$ cat config.mk
export PLATFORM = sky130hd
export DESIGN_NAME = decoder_sweep_n
export DESIGN_NICKNAME = d
export VERILOG_FILES = /design/src/rtl/decoder_pkg.sv /design/src/rtl/decoder_core.sv /design/src/rtl/decoder_sweep_n.sv
export SDC_FILE = /design/constraint.sdc
export NUM_CORES = 1
export LEC_CHECK = 0
export BUFFER_PORTS_ARGS = -buffer_cell sky130_fd_sc_hd__buf_2
export CAP_MARGIN = 10
export CORE_ASPECT_RATIO = 0.7
export CORE_MARGIN = 5
export CORE_UTILIZATION = 52
export DETAILED_ROUTE_END_ITERATION = 6
export PLACE_DENSITY = 0.78
export SLEW_MARGIN = 20
export SYNTH_ARGS = -nofsm -noshare
export SYNTH_HDL_FRONTEND = slang
export SYNTH_SLANG_ARGS = --single-unit
export TNS_END_PERCENT = 20
$ cat constraint.sdc
create_clock -name clk -period 4.4 [get_ports clk]
set_input_delay 0.44 -clock clk [delete_from_list [all_inputs] [get_ports clk]]
set_output_delay 0.44 -clock clk [all_outputs]
set_load 0.05 [all_outputs]
$ cat src/rtl/decoder_pkg.sv
// Shared types and width helpers for the registered one-hot decoder.
// Pure declarations: no latency, no backpressure.
package decoder_pkg;

    typedef enum logic {S_IDLE, S_SWEEP} dec_state_t;

    function automatic int onehot_w(input int aw);
        return 2 ** aw;
    endfunction

    // Hold counter needs at least one bit even when HOLD == 1.
    function automatic int hold_w(input int h);
        return (h > 1) ? $clog2(h) : 1;
    endfunction

endpackage

$ cat src/rtl/decoder_core.sv
// Combinational ADDR_W -> 2^ADDR_W one-hot decoder with enable; zero latency.
// No backpressure: output follows inputs continuously.
module decoder_core
    import decoder_pkg::*;
#(
    parameter int ADDR_W = 5
) (
    input  logic                        i_en,
    input  logic [ADDR_W-1:0]           i_addr,
    output logic [onehot_w(ADDR_W)-1:0] o_dec
);

    localparam int OUTS = onehot_w(ADDR_W);

    assign o_dec = i_en ? (OUTS'(1) << i_addr) : '0;

endmodule

$ cat src/rtl/decoder_sweep_n.sv
// Registered one-hot decoder with direct and self-test sweep modes; 1-cycle latency.
// No backpressure: inputs are sampled every cycle, sweep ignores them until done.
module decoder_sweep_n
    import decoder_pkg::*;
#(
    parameter int ADDR_W   = 5,
    parameter int HOLD     = 1,
    parameter int ZERO_EN  = 0,
    parameter int ZERO_IDX = 31
) (
    input  logic                  clk,
    input  logic                  reset,
    input  logic                  en,
    input  logic [ADDR_W-1:0]     addr,
    input  logic                  sweep_start,
    output logic [2**ADDR_W-1:0]  out,
    output logic [ADDR_W-1:0]     idx,
    output logic                  out_valid,
    output logic                  busy,
    output logic                  sweep_done
);

    localparam int OUTS = onehot_w(ADDR_W);
    localparam int HW   = hold_w(HOLD);
    localparam logic [OUTS-1:0] ZMASK =
        (ZERO_EN != 0) ? ~(OUTS'(1) << ZERO_IDX) : {OUTS{1'b1}};

    dec_state_t        r_state, w_state_nxt;
    logic [ADDR_W-1:0] r_cnt, w_cnt_nxt;
    logic [HW-1:0]     r_hold, w_hold_nxt;
    logic [OUTS-1:0]   r_out, w_out_nxt;
    logic [ADDR_W-1:0] r_idx, w_idx_nxt;
    logic              r_valid, w_valid_nxt;
    logic              r_busy, w_busy_nxt;
    logic              r_done, w_done_nxt;

    logic              w_core_en;
    logic [ADDR_W-1:0] w_core_addr;
    logic [OUTS-1:0]   w_dec;
    logic              w_hold_end;
    logic              w_cnt_end;

    assign w_hold_end = (r_hold == HW'(HOLD - 1));
    assign w_cnt_end  = &r_cnt;

    // Single decoder shared by both modes; the sweep addresses the next index.
    always_comb begin
        w_core_en   = 1'b0;
        w_core_addr = r_cnt + 1'b1;
        if (r_state == S_IDLE) begin
            w_core_en   = sweep_start | en;
            w_core_addr = sweep_start ? '0 : addr;
        end else begin
            w_core_en   = w_hold_end & ~w_cnt_end;
        end
    end

    decoder_core #(.ADDR_W(ADDR_W)) u_core (
        .i_en   (w_core_en),
        .i_addr (w_core_addr),
        .o_dec  (w_dec)
    );

    always_ff @(posedge clk or posedge reset) begin
        if (reset) r_state <= S_IDLE;
        else       r_state <= w_state_nxt;
    end

    always_comb begin
        w_state_nxt = r_state;
        case (r_state)
            S_IDLE:  if (sweep_start)              w_state_nxt = S_SWEEP;
            S_SWEEP: if (w_hold_end && w_cnt_end)  w_state_nxt = S_IDLE;
            default:                               w_state_nxt = S_IDLE;
        endcase
    end

    always_comb begin
        w_cnt_nxt   = r_cnt;
        w_hold_nxt  = r_hold;
        w_out_nxt   = r_out;
        w_idx_nxt   = r_idx;
        w_valid_nxt = r_valid;
        w_busy_nxt  = r_busy;
        w_done_nxt  = 1'b0;
        case (r_state)
            S_IDLE: begin
                w_out_nxt = w_dec & ZMASK;
                if (sweep_start) begin
                    w_cnt_nxt   = '0;
                    w_hold_nxt  = '0;
                    w_idx_nxt   = '0;
                    w_valid_nxt = 1'b1;
                    w_busy_nxt  = 1'b1;
                end else begin
                    if (en) w_idx_nxt = addr;
                    w_valid_nxt = en;
                    w_busy_nxt  = 1'b0;
                end
            end
            default: begin
                if (!w_hold_end) begin
                    w_hold_nxt = r_hold + 1'b1;
                end else if (w_cnt_end) begin
                    w_out_nxt   = '0;
                    w_valid_nxt = 1'b0;
                    w_busy_nxt  = 1'b0;
                    w_done_nxt  = 1'b1;
                end else begin
                    w_cnt_nxt  = r_cnt + 1'b1;
                    w_hold_nxt = '0;
                    w_out_nxt  = w_dec & ZMASK;
                    w_idx_nxt  = r_cnt + 1'b1;
                end
            end
        endcase
    end

    always_ff @(posedge clk or posedge reset) begin
        if (reset) begin
            r_cnt   <= '0;
            r_hold  <= '0;
            r_out   <= '0;
            r_idx   <= '0;
            r_valid <= 1'b0;
            r_busy  <= 1'b0;
            r_done  <= 1'b0;
        end else begin
            r_cnt   <= w_cnt_nxt;
            r_hold  <= w_hold_nxt;
            r_out   <= w_out_nxt;
            r_idx   <= w_idx_nxt;
            r_valid <= w_valid_nxt;
            r_busy  <= w_busy_nxt;
            r_done  <= w_done_nxt;
        end
    end

    assign out        = r_out;
    assign idx        = r_idx;
    assign out_valid  = r_valid;
    assign busy       = r_busy;
    assign sweep_done = r_done;

endmodule

* Yosys cells after proc, flatten, opt, wreduce, memory -nomap -nowiden
Index checks and enable logic that the tools add are counted.
Cells by class: add/sub/neg operators 2, multiply operators 0, div/mod/pow operators 0, magnitude comparators 0, equal/unequal tests 3, shift-type cells 1, mux-type cells 28, bitwise gates (word level) 5, reduce and logical (&&, ||, !) cells 7
Operator list (count):
- 32-bit 2-to-1 mux | 4
- 5-bit 2-to-1 mux | 9
- 1-bit by 5-bit << shifter with 32-bit output, first input constant | 1
- 1-bit 2-to-1 mux | 14
- 3-bit AND reduction | 2
- 5-bit by 1-bit adder with 5-bit output, second input constant | 1
- 5-bit AND reduction | 1
- 2-bit != test, second input constant | 2
- 1-bit NOT | 3
- 3-bit nonzero test | 1
- 2-bit by 1-bit != test with 1-bit output, second input constant | 1
- 1-bit case mux with 2 select lines | 1
- 2-bit AND reduction | 1
- 2-bit nonzero test | 1
- 1-bit adder, second input constant | 1
- 1-bit bitwise AND | 1
- 1-bit logical AND | 1
- 1-bit bitwise OR | 1
Word-level totals: register bits 47, bits in latches 0, bits in writable memories 0, ROM bits 0, memories 0

* Logic depth before layout (Yosys ltp)
Gate-level depths: netlist (run 1).
word-level depth 8, gate-level depth with buffers 7, mapped depth without buffers 6

* Cells and area by module
Synthesis (run 1) repeated with hierarchy kept, for this count alone.
Unflattened totals: cells, all modules 177, area, all modules 2038.2 µm²
Modules (own cells, without submodules):
- decoder_sweep_n | instances 1, cells each 130, area each 1804.2 µm², seq. area each 1151.1 µm²
- decoder_core | instances 1, cells each 47, area each 234.0 µm², seq. area each 0.0 µm²

* Least setup slack after synthesis (run 1)
OpenSTA, ideal clock, no wires.
path type reg2reg, start point reg r_cnt[0], end point reg r_idx[0], in the netlist idx[0], setup time 0.125 ns, arrival time 1.984 ns, data required time 4.275 ns, path slack 2.291 ns, stages on the path, launching flop included 8, path buffers 1, clock period less this slack 2.109 ns, cells stage by stage dfrtp_1 ha_1 and3_1 ha_1 buf_2 and2_1 nor2_1 mux2_2
On the way: word-level cells in the longest chain between the ends 4, elaborated cells between the ends (all ways) 7, those cells by class add/sub (1); eq/ne (1); mux (3); reduce/logical (2)
RTL lines:
- start: declaration | RTL line decoder_sweep_n.sv:29 | logic [ADDR_W-1:0] r_cnt, w_cnt_nxt;
- start signal: assignment | RTL line decoder_sweep_n.sv:129 | r_cnt <= w_cnt_nxt;
- 5-bit by 1-bit adder with 5-bit output | RTL line decoder_sweep_n.sv:113 | w_idx_nxt = r_cnt + 1'b1;
- 5-bit 2-to-1 mux | RTL line decoder_sweep_n.sv:104 | end else if (w_cnt_end) begin
- 5-bit 2-to-1 mux | RTL line decoder_sweep_n.sv:102 | if (!w_hold_end) begin
- 5-bit 2-to-1 mux | RTL line decoder_sweep_n.sv:86 | case (r_state)
- end signal: assignment | RTL line decoder_sweep_n.sv:132 | r_idx <= w_idx_nxt;
- end: declaration | RTL line decoder_sweep_n.sv:32 | logic [ADDR_W-1:0] r_idx, w_idx_nxt;
Several ways; a longest one is shown, not always the timed one. The select of a mux whose other input is x is not followed. A chain may end at the register's enable or synchronous reset.

* Final worst setup path (run 1)
start point reg r_cnt[0], end point reg r_out[12], in the netlist out[12]
On the way: word-level cells in the longest chain between the ends 8, elaborated cells between the ends (all ways) 11, those cells by class add/sub (1); shift (1); mux (6); bitwise (2); reduce/logical (1)
RTL lines:
- parallel branches: the longest is 7 deep, another holds 5-bit by 1-bit adder with 5-bit output
- 32-bit 2-to-1 mux * | RTL line decoder_sweep_n.sv:86
- named net w_out_nxt[12] | RTL line decoder_sweep_n.sv:31 | logic [OUTS-1:0] r_out, w_out_nxt;
- end signal: assignment | RTL line decoder_sweep_n.sv:131 | r_out <= w_out_nxt;
- end: declaration | RTL line decoder_sweep_n.sv:31
Mark *: on every way through the listed nets, which the timed path passes. The select of a mux whose other input is x is not followed.

==> results of run 1 <==
==> flip-flops by register name (all words and copies together) (netlist names) <==
| signal | flops |
|---|---|
| out | 32 |
| idx | 5 |
| r_cnt | 5 |
| busy | 1 |
| out_valid | 1 |
| r_state | 1 |
| sweep_done | 1 |
==> stage by stage <==
stage / hold slack, ns / instance area, µm² / setup slack, ns / utilization
after floorplan: 0.497 / 2020 / 2.29 / -
after global placement: 0.478 / 2280 / 2.15 / 0.595
after detailed placement: 0.480 / 2280 / 2.02 / 0.595
after CTS: 0.276 / 2390 / 2.02 / 0.624
after global routing: 0.308 / 2390 / 1.86 / 0.624
final: 0.253 / 2390 / 1.98 / 0.624
==> cells in the final DEF (no fill, tap or decap), types with 3 or more instances in the layout <==
cell / count
clkbuf_8: 5
nor4_1: 6
nand2b_1: 3
a21oi_1: 3
inv_1: 4
a22o_1: 3
nor3b_1: 3
a211oi_1: 12
buf_2: 48
o221ai_1: 3
mux2_2: 5
nor3_1: 12
dfrtp_1: 46
nor2_1: 5
nand2_1: 4
o22ai_1: 5
==> kinds of logic after synthesis <==
| logic type | Yosys count |
|---|---|
| AND/OR/NAND/NOR | 50 |
| flip-flops | 46 |
| AO/OA/AOI/OAI | 39 |
| buffers and inverters | 15 |
| multiplexers | 9 |
| XOR/XNOR | 2 |
| adder cells (fa/ha/maj) | 2 |
==> final timing paths <==
kind | from | end | cells past startpoint
max in group asynchronous | reset | idx[0]$_DFFE_PP0P_ | 3
min in group clk | en | out_valid$_DFFE_PP0P_ | 3
worst min-delay path | reset | out[25]$_DFF_PP0_ | 3
worst min register to register | idx[4]$_DFFE_PP0P_ | idx[4]$_DFFE_PP0P_ | 1
worst max register to register | r_cnt[0]$_DFFE_PP0P_ | out[12]$_DFF_PP0_ | 6
worst max-delay path | r_cnt[0]$_DFFE_PP0P_ | out[12]$_DFF_PP0_ | 6
==> layout make-up <==
class,count,area (µm²)
inverters,5,18.8
repair buffers,49,248
well taps,52,65.1
fillers,310,1440
flip-flops and latches,46,1150
multi-input cells,102,795
clock buffers,6,72.6
clock inverters,2,37.5
==> per-layer routing <==
| layer | vias to the layer above | GRT usage | routed length [µm] |
|---|---|---|---|
| met2 | 55 | 0.248 | 1890 |
| li1 | 704 | - | - |
| met5 | - | 0 | 0 |
| met1 | 708 | 0.228 | 1950 |
| met3 | 6 | 0.0687 | 337 |
| met4 | 0 | 0.0534 | 38 |
==> critical path: cells and delay by family, from the launching register on <==
kind	cells	cell delay (ns)
AO/OA/AOI/OAI	3	1.07
adder cells (fa/ha/maj)	2	0.56
flip-flops	1	0.48
AND/OR/NAND/NOR	1	0.19
==> results_dict.tcl, run 1 <==
set metrics [dict create \
    vias_per_cell 5.62 \
    ys_top_cells_by_area "dfrtp_1 (57%), a211oi_1 (4.5%), nor3_1 (3.0%)" \
    cts_buffer_depth 2 \
    finalClockSkew_ns 0.00786 \
    post-cts-setup-buffers 0 \
    slew-limit-headroom 0.360 \
    worst_pin_slew_ns 0.961 \
    synth_top_family_by_area "simple AND/OR/NAND/NOR gates" \
    hpwlAfterDp_um 3100 \
    ant_nets 0 \
    ios 49 \
    path_class "reg2reg" \
    port_buffers 48 \
    hold_buffers 0 \
    ys_types 45 \
    crit_chain "ha_1 -> and3_1 -> ha_1 -> o21ai_0 -> o21ai_1 -> a2111oi_1" \
    grt_pass1_wl_um 6950 \
    initial_core_util 0.529 \
    synth_fp_nets 174 \
    setup_violations 0 \
    die_w_um 84.6 \
    grt_usage 0.169 \
    ys_seq_area_frac 0.569 \
    core_area_um2 3830 \
    crit_top_cell "ha_1" \
    synth_edf_count 0 \
    clock-sinks 46 \
    crit_path_end_kind "flop" \
    synth_mux_area_frac 0.0563 \
    drive_above_1_share 0.352 \
    clk_pin_slew_ns 0.08 \
    rows 19 \
    drt_iter0_drc 86 \
    synth.most_common_cell "dfrtp_1" \
    synth-simple-area-share 0.160 \
    required_ns 4.58 \
    n_antenna_cell 0 \
    setup_tns_ns 0 \
    vias 1473 \
    first_global_vias 1404 \
    antenna_found_initial 0 \
    post_drt_wl_per_cell_um 16.1 \
    cts_tree "yes" \
    gp_congestion 0.831 \
    synthCells 163 \
    cp.arrival_ns 2.60 \
    max_stage_delay_ns 0.48 \
    crit_path_top_delay_cell "dfrtp_1" \
    dr.pass1.iters 4 \
    period_minus_slack_ns 2.42 \
    ys_top_cells_by_count "dfrtp_1 (46), a211oi_1 (12), nor3_1 (12), nor4_1 (6)" \
    cts_resized 0 \
    clkLatencyLatePin_ns 0.30 \
    synth_top_area_share 0.569 \
    slew_viol_final 0 \
    grt_overflow_total 0 \
    path_max_fanout 9 \
    route.detailed.drc 0 \
    min_period_over_period 0.549 \
    status "completed" \
    syn_area_per_cell_um2 12.4 \
    die_y_um 62.2 \
    cts-buffers-inserted 5 \
    final_hold_viol_count 0 \
    placedCellCount 254 \
    cp-start-kind "flop" \
    synthXorXnorAreaFrac 0.00866 \
    ctsRootBufferMaster "clkbuf_8" \
    synth_seq_cells 46 \
    rsz0062_at_grt "false" \
    maxCapViolations 0 \
    synth_compound_area_frac 0.156 \
    area_growth_pct 18.0 \
    synthFlopType "dfrtp_1" \
    hp-class "in2async" \
    grt_start_max_net_pins 47 \
    layout.nets 220 \
    synth_fa_ha_area_frac 0.0124 \
    fmax_ghz 0.414 \
    drt-total-wl_um 4210 \
    die_area_um2 5260 \
    ys.warnings.count 0 \
    synthArstFlopShare 1.00 \
    htreeDepth 2 \
    regToRegSetupSlack_ns 1.98 \
    syn_area_um2 2020 \
    synth_area_leader_cell "dfrtp_1" \
    fin_cells 262 \
]
Power of run 1 is not shown: default switching activity piles up to over one toggle a cycle in this logic, so the estimate is an artifact.
==> run 2: changes to the inputs <==
--- a/config.mk
+++ b/config.mk
@@ -5,13 +5,14 @@
 export SDC_FILE = /design/constraint.sdc
 export NUM_CORES = 1
 export LEC_CHECK = 0
+export ABC_AREA = 1
 export BUFFER_PORTS_ARGS = -buffer_cell sky130_fd_sc_hd__buf_2
 export CAP_MARGIN = 10
 export CORE_ASPECT_RATIO = 0.7
 export CORE_MARGIN = 5
-export CORE_UTILIZATION = 52
+export CORE_UTILIZATION = 46
 export DETAILED_ROUTE_END_ITERATION = 6
-export PLACE_DENSITY = 0.78
+export PLACE_DENSITY = 0.74
 export SLEW_MARGIN = 20
 export SYNTH_ARGS = -nofsm -noshare
 export SYNTH_HDL_FRONTEND = slang
==> constraint.sdc (replaced) <==
create_clock -name clk -period 2.21 [get_ports clk]
set_input_delay 0.221 -clock clk [delete_from_list [all_inputs] [get_ports clk]]
set_output_delay 0.221 -clock clk [all_outputs]
set_load 0.05 [all_outputs]
==> run 2 against run 1 <==
Synthesized area down 11%. Wire length fell by 12%. Global-route usage is 1.1 points lower. Cell count increased by 15%. Flip-flop and latch count did not move. Via count shrank 5.1%. Sequential share of layout area rose by 4.7 points. Die area grew 0.57%. Worst setup slack got worse by 1.9 ns. First-iteration DRC count down 56%.
==> results_dict.tcl, run 2 <==
set metrics [dict create \
    synth_seq_cells 46 \
    grt_start_max_net_pins 32 \
    regToRegSetupSlack_ns 0.12 \
    slew-limit-headroom 0.654 \
    first_global_vias 1435 \
    area_growth_pct 20.7 \
    crit_path_end_kind "flop" \
    cts_tree "yes" \
    syn_area_per_cell_um2 9.19 \
    maxCapViolations 0 \
    htreeDepth 2 \
    dr.pass1.iters 4 \
    initial_core_util 0.468 \
    crit_path_top_delay_cell "dfrtp_1" \
    grt_usage 0.158 \
    syn_area_um2 1800 \
    clock-sinks 46 \
    period_minus_slack_ns 2.09 \
    clk_pin_slew_ns 0.08 \
    route.detailed.drc 0 \
    slew_viol_final 0 \
    hpwlAfterDp_um 2800 \
    ctsRootBufferMaster "clkbuf_8" \
    layout.nets 260 \
    die_area_um2 5290 \
    clkLatencyLatePin_ns 0.30 \
    hp-class "in2reg" \
    mostFrequentLayoutCell "nand2_1" \
    largest_register_ffs 32 \
    synth_area_leader_cell "dfrtp_1" \
    cts-buffers-inserted 5 \
    synth_edf_count 0 \
    fmax_ghz 0.479 \
    ys_top_cells_by_area "dfrtp_1 (64%), nand2_1 (14%), nor2_1 (9.2%)" \
    drt-total-wl_um 3710 \
    grt_pass1_wl_um 6530 \
    cp.arrival_ns 2.31 \
    synth_top_area_share 0.639 \
    min-delay-start "en" \
    setup_violations 0 \
    ant_nets 0 \
    r2r_start "r_cnt[0]$_DFFE_PP0P_" \
    required_ns 2.44 \
    r2r_end "out[21]$_DFF_PP0_" \
    grt_overflow_total 0 \
    final_hold_viol_count 0 \
    hold_path_depth 3 \
    max_stage_delay_ns 0.44 \
    synthArstFlopShare 1.00 \
    synth_fp_nets 207 \
    min_period_over_period 0.944 \
    final_cell_mix "nand2_1 (65), buf_2 (48), dfrtp_1 (46), nor2_1 (44), o21ai_0 (10)" \
    synthCells 196 \
    drt_iter0_drc 38 \
    synthFlopType "dfrtp_1" \
    post_drt_wl_per_cell_um 12.3 \
    ys_top_cells_by_count "nand2_1 (66), dfrtp_1 (46), nor2_1 (44), o21ai_0 (10), inv_1 (9)" \
    cts_buffer_depth 2 \
    core_area_um2 3850 \
    vias 1398 \
    worst_pin_slew_ns 0.515 \
    synth.most_common_cell "nand2_1" \
    port_buffers 48 \
    vias_per_cell 4.63 \
    status "completed" \
    setup_tns_ns 0 \
    rows 19 \
    ys_types 17 \
    path_max_fanout 17 \
    cp-start-kind "flop" \
    drive_above_1_share 0.260 \
    crit_chain "ha_1 -> nand2_1 -> nor2_1 -> ha_1 -> nor2_4 -> inv_2 -> nand2_2 -> inv_2 -> or2_2 -> nor2_1" \
    ys_seq_area_frac 0.639 \
    path_class "reg2reg" \
    min_to "out_valid$_DFFE_PP0P_" \
    finalClockSkew_ns 0.00661 \
    r2r_cells 10 \
    gp_congestion 0.804 \
    ys.warnings.count 0 \
    post-cts-setup-buffers 0 \
    n_antenna_cell 0 \
    die_w_um 84.8 \
    rsz0062_at_grt "false" \
    antenna_found_initial 0 \
    die_y_um 62.4 \
    ios 49 \
]
-- run 2: worst max-delay path by stage --
stage | startpoint | to | slack, ns | depth (start not counted)
6_report | r_cnt[0]$_DFFE_PP0P_ | out[21]$_DFF_PP0_ | 0.12 | 10
5_1_grt | r_cnt[0]$_DFFE_PP0P_ | out[21]$_DFF_PP0_ | 0.004 | 10
4_1_cts | r_cnt[0]$_DFFE_PP0P_ | out[21]$_DFF_PP0_ | 0.03 | 8
3_5_place_dp | r_cnt[0]$_DFFE_PP0P_ | out[21]$_DFF_PP0_ | 0.05 | 8
3_3_place_gp | r_cnt[0]$_DFFE_PP0P_ | idx[4]$_DFFE_PP0P_ | 0.07 | 8
2_1_floorplan | r_cnt[0]$_DFFE_PP0P_ | out[27]$_DFF_PP0_ | 0.33 | 12
-- run 2: per-layer routing --
| metal | wire [µm] | global-route usage | vias to the layer above |
|---|---|---|---|
| met5 | 0 | 0 | - |
| met4 | 91 | 0.0771 | 0 |
| met3 | 276 | 0.0515 | 10 |
| met2 | 1490 | 0.218 | 44 |
| li1 | - | - | 703 |
| met1 | 1850 | 0.223 | 641 |
-- run 2: area by class of cell --
cell class | count | area (µm²)
Fill cell | 364 | 1680
Inverter | 12 | 45.0
Clock buffer | 5 | 68.8
Sequential cell | 46 | 1150
Multi-Input combinational cell | 134 | 566
Timing Repair Buffer | 50 | 258
Clock inverter | 3 | 21.3
Tap cell | 52 | 65.1
-- run 2: cell families after synthesis --
family	Yosys count	synth area share
adder cells (fa/ha/maj)	2	0.0139
flip-flops	46	0.639
AND/OR/NAND/NOR	121	0.267
buffers and inverters	16	0.0486
AO/OA/AOI/OAI	11	0.0319
-- run 2: per-stage QoR --
stage	setup WS [ns]	utilization	std cells	instance area [µm²]	hold WS [ns]
finish	0.124	0.565	302	2170	0.232
global route	0.00433	0.565	302	2170	0.249
CTS	0.0270	0.564	302	2170	0.217
detailed placement	0.0453	0.538	293	2070	0.212
global placement	0.0664	0.538	293	2070	0.212
floorplan	0.335	-	196	1800	0.417
-- run 2: critical path, delay by kind of cell (launching register included) --
family	cells	cell delay, ns
fa+ha+maj	2	0.47
simple gates	6	0.99
flops	1	0.44
buf+inv	2	0.12
-- run 2: repair_timing --
| item | CTS | global route |
|---|---|---|
| hold buffers | 1 | 0 |
| resized for setup | 0 | 2 |
| hold endpoints to repair | 15 | 0 |
| endpoints found under the setup margin | 0 | 30 |
Power of run 2 is left out for the same reason.
==> run 3: changes to the inputs <==
--- a/config.mk
+++ b/config.mk
@@ -9,7 +9,6 @@
 export BUFFER_PORTS_ARGS = -buffer_cell sky130_fd_sc_hd__buf_2
 export CAP_MARGIN = 10
 export CORE_ASPECT_RATIO = 0.7
-export CORE_MARGIN = 5
 export CORE_UTILIZATION = 46
 export DETAILED_ROUTE_END_ITERATION = 6
 export PLACE_DENSITY = 0.74
==> run 3 against run 2 <==
Final area rose by 0.75%. Register-to-register slack better by 0.14 ns. Critical path depth fell by 2. Wire length down 0.70%. Clock-buffer cell count unchanged. Hold slack worse by 0.23 ns. Core utilization increased by 4.0 points. First-iteration DRC count increased to 2.6 times the previous value. Fmax rose by 7.3%. Via count up 1.0%. Clock skew shrank 0.0026 ns. Global-route usage rose by 4.3 points. Critical endpoint is now out[12]$_DFF_PP0_.
==> results_dict.tcl, run 3 (same netlist as run 2, synthesis figures left out) <==
set metrics [dict create \
    rows 18 \
    rsz0062_at_grt "false" \
    r2r_cells 8 \
    worst_slack_ns 0.266 \
    slew-limit-headroom 0.379 \
    period_minus_slack_ns 1.94 \
    mostFrequentLayoutCell "nand2_1" \
    clkLatencyLatePin_ns 0.30 \
    htreeDepth 2 \
    area_growth_pct 21.6 \
    cts_buffer_depth 2 \
    startpoint "r_cnt[0]$_DFFE_PP0P_" \
    required_ns 2.43 \
    antenna_found_initial 0 \
    r2r_start "r_cnt[0]$_DFFE_PP0P_" \
    initial_core_util 0.497 \
    n_antenna_cell 0 \
    dr.pass1.iters 4 \
    setup_violations 0 \
    die_area_um2 4170 \
    cts_tree "yes" \
    finalClockSkew_ns 0.00399 \
    clk_pin_slew_ns 0.08 \
    post-cts-setup-buffers 0 \
    cp-start-kind "flop" \
    ios 49 \
    clock-sinks 46 \
    slew_viol_final 0 \
    vias_per_cell 4.71 \
    worst_pin_slew_ns 0.926 \
    port_buffers 48 \
    drive_above_1_share 0.264 \
    vias 1412 \
    drt_iter0_drc 98 \
    setup_tns_ns 0 \
    post_drt_wl_per_cell_um 12.3 \
    pre_cts_ws_ns 0.0794 \
    path_max_fanout 16 \
    fmax_ghz 0.514 \
    final_cell_mix "nand2_1 (65), buf_2 (48), dfrtp_1 (46), nor2_1 (44), o21ai_0 (10)" \
    core_area_um2 3630 \
    grt_pass1_wl_um 6110 \
    hpwlAfterDp_um 2760 \
    cts-buffers-inserted 5 \
    maxCapViolations 0 \
    largest_register_ffs 32 \
    route.detailed.drc 0 \
    die_w_um 76.8 \
    cp.arrival_ns 2.17 \
    first_global_vias 1297 \
    hold_buffers 0 \
    final_hold_viol_count 0 \
    cts_resized 0 \
    min_period_over_period 0.880 \
    hp-class "in2async" \
    path_class "reg2reg" \
    status "completed" \
    grt_overflow_total 0 \
    die_y_um 54.4 \
    grt_usage 0.201 \
    gp_congestion 0.876 \
    ctsRootBufferMaster "clkbuf_8" \
    layout.nets 260 \
    grt_start_max_net_pins 29 \
    drt-total-wl_um 3690 \
    ant_nets 0 \
    crit_path_end_kind "flop" \
]
run 3: changes by cell type in the layout (fill, tap and decap cells not counted), sizes merged:
cell	previous run	this run
buf	49	50
bufinv	0	1
clkinvlp	1	0
dlygate4sd3	1	0
run 3: worst paths after layout:
path                                    endpoint  slack [ns]
setup / recovery               out[12]$_DFF_PP0_        0.27
hold / removal                  out[0]$_DFF_PP0_       0.003
setup reg to reg               out[12]$_DFF_PP0_        0.27
hold reg to reg            out_valid$_DFFE_PP0P_        0.49
max in group asynchronous      out[31]$_DFF_PP0_        1.58
min in group clk           out_valid$_DFFE_PP0P_        0.23
run 3: layer usage:
layer | up-vias | wire, µm | part of all wire | global-route usage
li1 | 705 | - | - | -
met1 | 643 | 1840 | 0.50 | 0.273
met2 | 55 | 1500 | 0.41 | 0.301
met3 | 9 | 273 | 0.074 | 0.0600
met4 | 0 | 73 | 0.020 | 0.0929
met5 | - | 0 | 0 | 0
run 3: cell type report:
| type | count | area, µm² |
|---|---|---|
| clock buffer | 5 | 68.8 |
| clock inverter | 3 | 40.0 |
| fill | 291 | 1440 |
| inverter | 12 | 45.0 |
| multi-input combinational | 134 | 568 |
| sequential | 46 | 1150 |
| tap | 50 | 62.6 |
| timing repair buffer | 50 | 255 |
run 3: critical path, stage by stage (launching register included):
cell and delay [ns]:
dfrtp_1 0.44, ha_1 0.25, nand2_1 0.09, nor2_1 0.05
ha_1 0.26, nand2_1 0.07, a21boi_1 0.25, nand2_2 0.24
nor2_1 0.20
run 3: through the flow:
step / cell area (µm²) / instances / hold WS [ns] / utilization
floorplan: 1800 / 196 / 0.417 / -
finish: 2190 / 300 / 0.00255 / 0.604
global placement: 2080 / 292 / 0.355 / 0.573
global route: 2190 / 300 / 0.0722 / 0.604
detailed placement: 2080 / 292 / 0.357 / 0.573
CTS: 2190 / 300 / 0.0300 / 0.603
Power of run 3 is left out for the same reason.
